==> config.mk <==
export PLATFORM = sky130hd
export DESIGN_NAME = f8_alu_multi
export DESIGN_NICKNAME = d
export VERILOG_FILES = /design/src/rtl/f8_alu_pkg.sv /design/src/rtl/f8_alu_byte_slice.sv /design/src/rtl/f8_alu_multi.sv
export SDC_FILE = /design/constraint.sdc
export NUM_CORES = 1
export LEC_CHECK = 0
export ABC_AREA = 1
export BUFFER_PORTS_ARGS = -buffer_cell sky130_fd_sc_hd__buf_2
export CORE_MARGIN = 5
export CORE_UTILIZATION = 40
export CTS_BUF_LIST = sky130_fd_sc_hd__clkbuf_2
export DETAILED_ROUTE_END_ITERATION = 8
export HOLD_SLACK_MARGIN = 0.15
export PLACE_DENSITY_LB_ADDON = 0.15
export SYNTH_ARGS = -nofsm -noshare
export SYNTH_HDL_FRONTEND = slang
export SYNTH_SLANG_ARGS = --single-unit
==> constraint.sdc <==
create_clock -name clk -period 2.95 [get_ports clk]
set_input_delay 0.7375 -clock clk [delete_from_list [all_inputs] [get_ports clk]]
set_output_delay 0.7375 -clock clk [all_outputs]
set_load 0.05 [all_outputs]
==> src/rtl/f8_alu_pkg.sv <==
// f8_alu_pkg
// Definitions shared by the multi-byte F8 ALU and its byte slice.
//   op_e      : 4-bit op code, same values as the 8-bit ALU op macros
//   state_e   : sequencer state (IDLE / RUN / DONE)
//   flags_t   : F8 status flags {c, z, ov, s}
//   BCD_ADJ   : nibble correction applied by decimal add
//   init_carry: carry into byte 0 for a given op
package f8_alu_pkg;

   typedef enum logic [3:0] {
      OP_L       = 4'h0,
      OP_R       = 4'h1,
      OP_COM     = 4'h2,
      OP_AND     = 4'h3,
      OP_OR      = 4'h4,
      OP_XOR     = 4'h5,
      OP_ADD     = 4'h6,
      OP_INC     = 4'h7,
      OP_LINK    = 4'h8,
      OP_CMP     = 4'h9,
      OP_SL_1    = 4'hA,
      OP_ADD_BCD = 4'hB
   } op_e;

   typedef enum logic [1:0] {
      ST_IDLE = 2'd0,
      ST_RUN  = 2'd1,
      ST_DONE = 2'd2
   } state_e;

   typedef struct packed {
      logic c;
      logic z;
      logic ov;
      logic s;
   } flags_t;

   localparam logic [3:0] BCD_ADJ = 4'hA;

   // INC and CMP (two's complement of left) inject a 1, LINK injects c_in,
   // everything else (including SL_1's shifted-in bit) starts with 0.
   function automatic logic init_carry(op_e op, logic link_c);
      case (op)
         OP_LINK:         return link_c;
         OP_INC, OP_CMP:  return 1'b1;
         default:         return 1'b0;
      endcase
   endfunction

endpackage

==> src/rtl/f8_alu_byte_slice.sv <==
// f8_alu_byte_slice
// Combinational 8-bit F8 ALU operation on one byte of a wider word.
//   op           : operation
//   l, r         : left / right operand byte
//   cin          : carry in (also the bit shifted in by SL_1)
//   res          : result byte
//   cout         : carry out of bit 7 (bit 7 of l for SL_1)
//   c_into_b7    : carry into bit 7, for overflow
//   nibble_carry : carry out of bit 3
// Decimal adjust of ADD_BCD is built only with F8_ALU_MULTI_BCD_EN defined;
// otherwise ADD_BCD is a plain binary add.
module f8_alu_byte_slice
   import f8_alu_pkg::*;
(
   input  op_e        op,
   input  logic [7:0] l,
   input  logic [7:0] r,
   input  logic       cin,
   output logic [7:0] res,
   output logic       cout,
   output logic       c_into_b7,
   output logic       nibble_carry
);

   logic [7:0] a;
   logic [7:0] b;
   logic [8:0] sum9;
   logic       arith;

   always_comb begin
      a            = l;
      b            = r;
      arith        = 1'b0;
      res          = l;
      cout         = 1'b0;
      c_into_b7    = 1'b0;
      nibble_carry = 1'b0;
      case (op)
         OP_R:               res = r;
         OP_COM:             res = ~l;
         OP_AND:             res = l & r;
         OP_OR:              res = l | r;
         OP_XOR:             res = l ^ r;
         OP_ADD, OP_ADD_BCD: arith = 1'b1;
         OP_INC, OP_LINK: begin
            arith = 1'b1;
            b     = '0;
         end
         OP_CMP: begin
            arith = 1'b1;
            a     = r;
            b     = ~l;
         end
         OP_SL_1: begin
            res  = {l[6:0], cin};
            cout = l[7];
         end
         default:            res = l;
      endcase

      sum9 = {1'b0, a} + {1'b0, b} + {8'd0, cin};
      if (arith) begin
         res          = sum9[7:0];
         cout         = sum9[8];
         // carry into a bit position = sum bit XOR both operand bits
         c_into_b7    = sum9[7] ^ a[7] ^ b[7];
         nibble_carry = sum9[4] ^ a[4] ^ b[4];
`ifdef F8_ALU_MULTI_BCD_EN
         if (op == OP_ADD_BCD) begin
            if (!cout)         res[7:4] = res[7:4] + BCD_ADJ;
            if (!nibble_carry) res[3:0] = res[3:0] + BCD_ADJ;
         end
`endif
      end
   end

endmodule

==> src/rtl/f8_alu_multi.sv <==
// f8_alu_multi
// Multi-byte F8 ALU: one op over BYTES bytes, one byte per clock, LSB first,
// carry chained between bytes. start/busy/done handshake.
//   clk, rst            : clock, asynchronous active-high reset
//   start               : launch op (ignored while busy)
//   op, left, right,c_in: operation and operands, latched on accepted start
//   busy, done          : op in progress / one-cycle completion pulse
//   result              : result word, held until overwritten by next op
//   c, z, ov, s         : F8 flags over the whole word (s = 1 means positive)
// Build option: F8_ALU_MULTI_BCD_EN enables decimal adjust of ADD_BCD.
module f8_alu_multi
   import f8_alu_pkg::*;
#(
   parameter int unsigned BYTES = 2
) (
   input  logic                 clk,
   input  logic                 rst,
   input  logic                 start,
   input  logic [3:0]           op,
   input  logic [8*BYTES-1:0]   left,
   input  logic [8*BYTES-1:0]   right,
   input  logic                 c_in,
   output logic                 busy,
   output logic                 done,
   output logic [8*BYTES-1:0]   result,
   output logic                 c,
   output logic                 z,
   output logic                 ov,
   output logic                 s
);

   localparam int unsigned W  = 8 * BYTES;
   localparam int unsigned IW = (BYTES > 1) ? $clog2(BYTES) : 1;
   localparam logic [IW-1:0] LAST = IW'(BYTES - 1);

   state_e         state_q, state_d;
   logic [IW-1:0]  idx_q, idx_d;
   logic [W-1:0]   left_q, right_q;
   op_e            op_q;
   logic           cin_q;
   logic           carry_q, carry_d;
   logic [W-1:0]   result_q, result_d;
   flags_t         flags_q, flags_d;
   logic           latch;

   logic [7:0]     s_res;
   logic           s_cin, s_cout, s_c7;

   assign s_cin = (idx_q == '0) ? init_carry(op_q, cin_q) : carry_q;

   f8_alu_byte_slice u_slice (
      .op           (op_q),
      .l            (left_q [{idx_q, 3'b000} +: 8]),
      .r            (right_q[{idx_q, 3'b000} +: 8]),
      .cin          (s_cin),
      .res          (s_res),
      .cout         (s_cout),
      .c_into_b7    (s_c7),
      .nibble_carry ()
   );

   always_comb begin
      state_d  = state_q;
      idx_d    = idx_q;
      carry_d  = carry_q;
      result_d = result_q;
      flags_d  = flags_q;
      latch    = 1'b0;
      busy     = 1'b1;
      done     = 1'b0;
      case (state_q)
         ST_IDLE: begin
            busy = 1'b0;
            if (start) begin
               latch   = 1'b1;
               idx_d   = '0;
               state_d = ST_RUN;
            end
         end
         ST_RUN: begin
            result_d[{idx_q, 3'b000} +: 8] = s_res;
            carry_d = s_cout;
            if (idx_q == LAST) begin
               state_d    = ST_DONE;
               // flags see the completed word, including the byte written now
               flags_d.z  = (result_d == '0);
               flags_d.s  = ~result_d[W-1];
               flags_d.c  = 1'b0;
               flags_d.ov = 1'b0;
               if (op_q inside {OP_ADD, OP_INC, OP_LINK, OP_CMP, OP_ADD_BCD}) begin
                  flags_d.c  = s_cout;
                  flags_d.ov = s_c7 ^ s_cout;
               end
`ifdef F8_ALU_MULTI_BCD_EN
               if (op_q == OP_ADD_BCD) flags_d.ov = 1'b0;
`endif
            end else begin
               idx_d = idx_q + 1'b1;
            end
         end
         ST_DONE: begin
            done    = 1'b1;
            state_d = ST_IDLE;
         end
         default: state_d = ST_IDLE;
      endcase
   end

   always_ff @(posedge clk or posedge rst) begin
      if (rst) begin
         state_q  <= ST_IDLE;
         idx_q    <= '0;
         left_q   <= '0;
         right_q  <= '0;
         op_q     <= OP_L;
         cin_q    <= 1'b0;
         carry_q  <= 1'b0;
         result_q <= '0;
         flags_q  <= '0;
      end else begin
         state_q  <= state_d;
         idx_q    <= idx_d;
         carry_q  <= carry_d;
         result_q <= result_d;
         flags_q  <= flags_d;
         if (latch) begin
            left_q  <= left;
            right_q <= right;
            op_q    <= op_e'(op);
            cin_q   <= c_in;
         end
      end
   end

   assign result = result_q;
   assign c      = flags_q.c;
   assign z      = flags_q.z;
   assign ov     = flags_q.ov;
   assign s      = flags_q.s;

endmodule

# Yosys cells after proc, flatten, opt, wreduce, memory -nomap -nowiden

Cells that the tools add are included.
Widths: inputs -> output; s select.

Register bits: 61
Input port bits: 40
Output and inout bits: 22

$add $sub $neg: 4
Eq/ne operators: 15
Shifts and indexed selects: 4
Multiplexer cells: 23
Bitwise logic cells: 8
Reduce and logical (&&, ||, !) cells: 10

Operators with widths:

| cell                   | number |
|---|---|
| $pmux 8 s6             | 1 |
| $shiftx 16x5->8        | 2 |
| $bwmux 16              | 1 |
| $eq 4x3->1 const B     | 4 |
| $eq 4x4->1 const B     | 4 |
| $logic_not 16->1       | 1 |
| $mux 8                 | 2 |
| $pmux 8 s2             | 1 |
| $shift 8x6->16 const A | 1 |
| $shiftx 8x6->16        | 1 |
| $mux 1                 | 13 |
| $add 8x8->9            | 1 |
| $add 9x1->9            | 1 |
| $and 8x8->8            | 1 |
| $eq 4x2->1 const B     | 2 |
| $not 8->8              | 1 |
| $or 8x8->8             | 1 |
| $xor 8x8->8            | 1 |
| $neg 4->6              | 1 |
| $reduce_and 2->1       | 3 |
| $reduce_bool 5->1      | 1 |
| $reduce_or 5->1        | 1 |
| $eq 4x1->1 const B     | 1 |
| $mux 2                 | 2 |
| other kinds (11)       | 16 |

# Depth between registers and ports, before layout

Depth after elaboration: 10
Gate-level depth with buffers: 20

# Cells and area by module

A second synthesis with hierarchy kept.

Cells, all modules: 621
Area, all modules: 4181.5 µm²

Modules (own cells, without submodules):

| module            | instances | cells each | area each (µm²) |
|---|---|---|---|
| f8_alu_multi      | 1         | 332        | 2670.1 |
| f8_alu_byte_slice | 1         | 289        | 1511.4 |

# Worst setup path before layout

OpenSTA, ideal clock, no wires.

Path kind: reg2reg
Start point: register op_q[0]
End point: register flags_q (netlist bit z)
Setup time: 118 ps
Arrival time: 3065 ps
Path slack: -233 ps
Cell stages (with the launch flop): 18
Buffers on the path: 1
Cells stage by stage: dfrtp_1 inv_1 nor2_1 nand2_2 clkbuf_1 nand2_1 o21ai_0 fa_1 fa_1 o21ai_0 nand2_1 nand2_1 a21oi_1 or2_2 nand3_1 nand2_1 nand4_1 nand2_1

Word-level cells in the longest chain between the ends: 9
Elaborated cells between the ends (all ways): 26

Ends and longest elaborated chain:

| what                                             | RTL line                                         | RTL |
|---|---|---|
| start: declaration                               | f8_alu_multi.sv:39                               | `op_e op_q;` |
| start signal: assignment                         | f8_alu_multi.sv:129                              | `op_q <= op_e'(op);` |
| $eq 4x3->1 / $eq 4x4->1 (equally long branches)  | f8_alu_pkg.sv:43, f8_alu_byte_slice.sv:38        |  |
| $reduce_or 2->1, on equally long branches        | n/a                                              |  |
| $pmux 8 s2 / $pmux 1 s2 (equally long branches)  | f8_alu_byte_slice.sv:38, f8_alu_pkg.sv:43        |  |
| $add 8x8->9 / $mux 1 (equally long branches)     | f8_alu_byte_slice.sv:61, f8_alu_multi.sv:49      |  |
| $add 9x1->9 / $pmux 8 s6 (equally long branches) | f8_alu_byte_slice.sv:61, f8_alu_byte_slice.sv:38 |  |
| $mux 8 *                                         | f8_alu_byte_slice.sv:62                          | `if (arith) begin` |
| $shiftx 8x6->16 *                                | f8_alu_multi.sv:81                               | `result_d[{idx_q, 3'b000} +: 8] = s_res;` |
| $bwmux 16 *                                      | f8_alu_multi.sv:81                               |  |
| $logic_not 16->1 *                               | f8_alu_multi.sv:86                               | `flags_d.z = (result_d == '0);` |
| end signal: assignment                           | f8_alu_multi.sv:125                              | `flags_q <= flags_d;` |
| end: declaration                                 | f8_alu_multi.sv:43                               | `flags_t flags_q, flags_d;` |

Every way passes the cells marked *; elsewhere a longest branch is shown, timed or not.
A chain may end at the register's enable or synchronous reset.

# Worst setup path after layout

Start point: register op_q[0]
End point: register result_q[14], in the netlist result[14]

Word-level cells in the longest chain between the ends: 8
Elaborated cells between the ends (all ways): 25

Ends and longest elaborated chain:

| what                                             | RTL line                                         | RTL |
|---|---|---|
| $eq 4x3->1 / $eq 4x4->1 (equally long branches)  | f8_alu_pkg.sv:43, f8_alu_byte_slice.sv:38        |  |
| $reduce_or 2->1, on equally long branches        | n/a                                              |  |
| $pmux 8 s2 / $pmux 1 s2 (equally long branches)  | f8_alu_byte_slice.sv:38, f8_alu_pkg.sv:43        |  |
| $add 8x8->9 / $mux 1 (equally long branches)     | f8_alu_byte_slice.sv:61, f8_alu_multi.sv:49      |  |
| $add 9x1->9 / $pmux 8 s6 (equally long branches) | f8_alu_byte_slice.sv:61, f8_alu_byte_slice.sv:38 |  |
| $mux 8 *                                         | f8_alu_byte_slice.sv:62                          |  |
| $shiftx 8x6->16 *                                | f8_alu_multi.sv:81                               |  |
| $bwmux 16 *                                      | f8_alu_multi.sv:81                               |  |
| end signal: assignment                           | f8_alu_multi.sv:124                              | `result_q <= result_d;` |
| end: declaration                                 | f8_alu_multi.sv:42                               | `logic [W-1:0] result_q, result_d;` |

Marks and branches as above.

==> flow_summary.yaml <==
floorplanning:
  rows: 37
  core_area_mm2: 0.01014
  dieArea_mm2: 0.01234
  die_h_um: 111.1
  start_util: 0.4033
  io_pins: 62
  die_width_um: 111.1
setup_path:
  worstPathRequired_ps: 3360
  cp-start-kind: "register"
  arrival_ps: 3270
  critPathKind: "reg2reg"
  worst_setup_path_end_kind: "register"
  cp_max_fo: 8
logic_synthesis:
  syn_inst: 579
  async_flop_share: 1.000
  ys_seq_elements: 61
  avgSynthCellArea_um2: 7.062
  netlist_area_mm2: 0.004089
  yosysTopAreaCellShare: 0.3733
  synthesis.nets: 644
  yosys_warnings: 0
  synth_top_cell_by_area: "dfrtp_1"
  ys_seq_area_frac: 0.3733
  synthFlopType: "dfrtp_1"
  synth_area_leaders: "dfrtp_1, nand2_1, ha_1"
  synth_edf_count: 0
  yosysUniqueCellTypes: 40
clock_tree:
  clock-sinks: 61
  cts_buffer_depth: 2
  root_buffer: "clkbuf_2"
  clk_latency_ps: 510
  tritoncts: "built"
  cts-hold-fix-buffers: 0
  cts-htree-levels: 3
  clk_pin_slew_ps: 190
  numCtsBuffers: 9
sta:
  rsz0062_at_grt: "true"
  fin_crit_sh: 0.9707
  hold_viol: 0
  min_period_ps: 2863
  fin_skew_ps: 33.57
  setup_viol: 0
  slew_headroom: 0.5365
  fin_ws_ps: 86.58
  worstMarginPinSlew_ps: 692.7
  slew_viol_final: 0
  fmax_ghz: 0.3492
route:
  avgViaCountPerCell: 5.038
  drt_pass1_iterations: 5
  route.met2.wl_um: 5440
  drc: 0
  met3_wirelength_um: 620
  antenna_left: 0
  wl_um: 11860
  topRoutingLayerUsed: "met4"
  vias: 4081
  drtIter0Drc: 282
  drt-met1-wl_um: 5664
  wl_per_cell_um: 14.64
place:
  gp_congestion: 0.9288
  hpwl_um: 8931
  place_ws_ps: 18.29
  dpl_cell_area_mm2: 0.004698
  io_buffers: 61
cells_and_area:
  area_growth_pct: 20.59
  final_nets: 734
  fin_area_mm2: 0.004931
  antenna_cells: 0
  drive_gt1_frac: 0.2463
worst_hold_path:
  hp-class: "in2async"
global_routing:
  overflow: 0
  grt_usage: 0.1963
  grt_pass1_wl_um: 19670
  grt_pass1_vias: 3830
  antenna_found_initial: 0
  grt_max_degree: 52
status:
  status: "complete, no violations"
flow_run:
  cap_violations: 0
==> repair_timing <==
item | 4_1_cts | 5_1_grt
setup endpoints to repair | 4 | 13
gates resized for setup | 1 | 27
setup buffers | 1 | 5
pin swaps | 1 | 13
==> metal layers <==
layer / up-vias / global-route usage
met1: 1924 / 0.2836
li1: 2026 / -
met3: 15 / 0.03930
met5: - / 0
met4: 0 / 0.05028
met2: 116 / 0.3014
==> flip-flops by register name, indices dropped and copies added (netlist names), 2 cells and up <==
signal and count:
result 16, state_q 2, op_q 4, right_q 16, left_q 16
==> cell type report <==
type	instances	area [um^2]
clock buffers	11	55.05
clock inverters	5	51.30
fillers	1030	5207
inverters	61	229.0
multi-input cells	439	2318
flip-flops and latches	61	1531
well taps	136	170.2
repair buffers	97	575.6
==> synth_stat cells (3+ instances only) <==
| library cell | n |
|---|---|
| nand2_1 | 230 |
| nor2_1 | 42 |
| nand3_1 | 21 |
| o21ai_2 | 7 |
| nand4_1 | 5 |
| o21ai_0 | 47 |
| nand3b_1 | 4 |
| inv_2 | 7 |
| xnor2_1 | 3 |
| nor3_1 | 3 |
| a21oi_1 | 13 |
| clkbuf_1 | 12 |
| ha_1 | 23 |
| o21ai_1 | 3 |
| o22ai_1 | 7 |
| dfrtp_1 | 61 |
| o21a_1 | 4 |
| buf_6 | 4 |
| inv_1 | 53 |
==> placed cells by master (no fill, tap or decap), drive strengths merged, types with 4 or more instances in the layout <==
cell / instances
nand4: 5
o21ai: 58
or2: 4
clkbuf: 11
inv: 60
dfrtp: 61
a21oi: 15
nand3: 22
buf: 97
nand2: 232
clkinv: 4
o21a: 4
ha: 23
nor2: 46
o22ai: 8
nand3b: 4
==> path summary, 6_finish.rpt <==
check	startpoint	endpoint	slack (ps)	cells past startpoint
hold reg to reg	result[15]	result[15]	500	2
setup / recovery	op_q[0]	result[14]	90	15
setup reg to reg	op_q[0]	result[14]	90	15
min in group clk	left[6]	left_q[6]	400	3
hold / removal	rst	s	310	2
max in group asynchronous	rst	left_q[15]	1950	3
==> kinds of logic after synthesis <==
logic type | Yosys count | share of synthesized area
xor gates and xnor gates | 5 | 0.01071
DFF | 61 | 0.3733
buffers and inverters | 79 | 0.08109
adders and majority gates | 25 | 0.08017
and+or+nand+nor | 317 | 0.3158
AOI/OAI and AO/OA | 92 | 0.1389
==> worst max-delay path, stage by stage (launching register included) <==
cell and delay (ps):
dfrtp_2 460, inv_2 70, nor2_4 140, nand2_4 100
nand4_1 130, nand2_1 100, fa_2 430, fa_2 410
o21ai_2 140, nand2_1 70, nand2_1 50, a21oi_1 70
or2_2 280, nand3_1 80, nand2_2 80, o21ai_1 160
==> stage by stage <==
stage	instances	TNS, ps	hold slack (ps)	util
2_1_floorplan	579	0	441.2	-
3_3_place_gp	788	0	458.0	0.4634
3_5_place_dp	788	0	460.0	0.4634
4_1_cts	805	0	285.2	0.4751
5_1_grt	810	-366.6	292.0	0.4864
6_report	810	0	312.1	0.4864
Power is left out: the tool's default activity adds up to more than one toggle a clock period on the data nets, which glitch-free logic cannot reach.
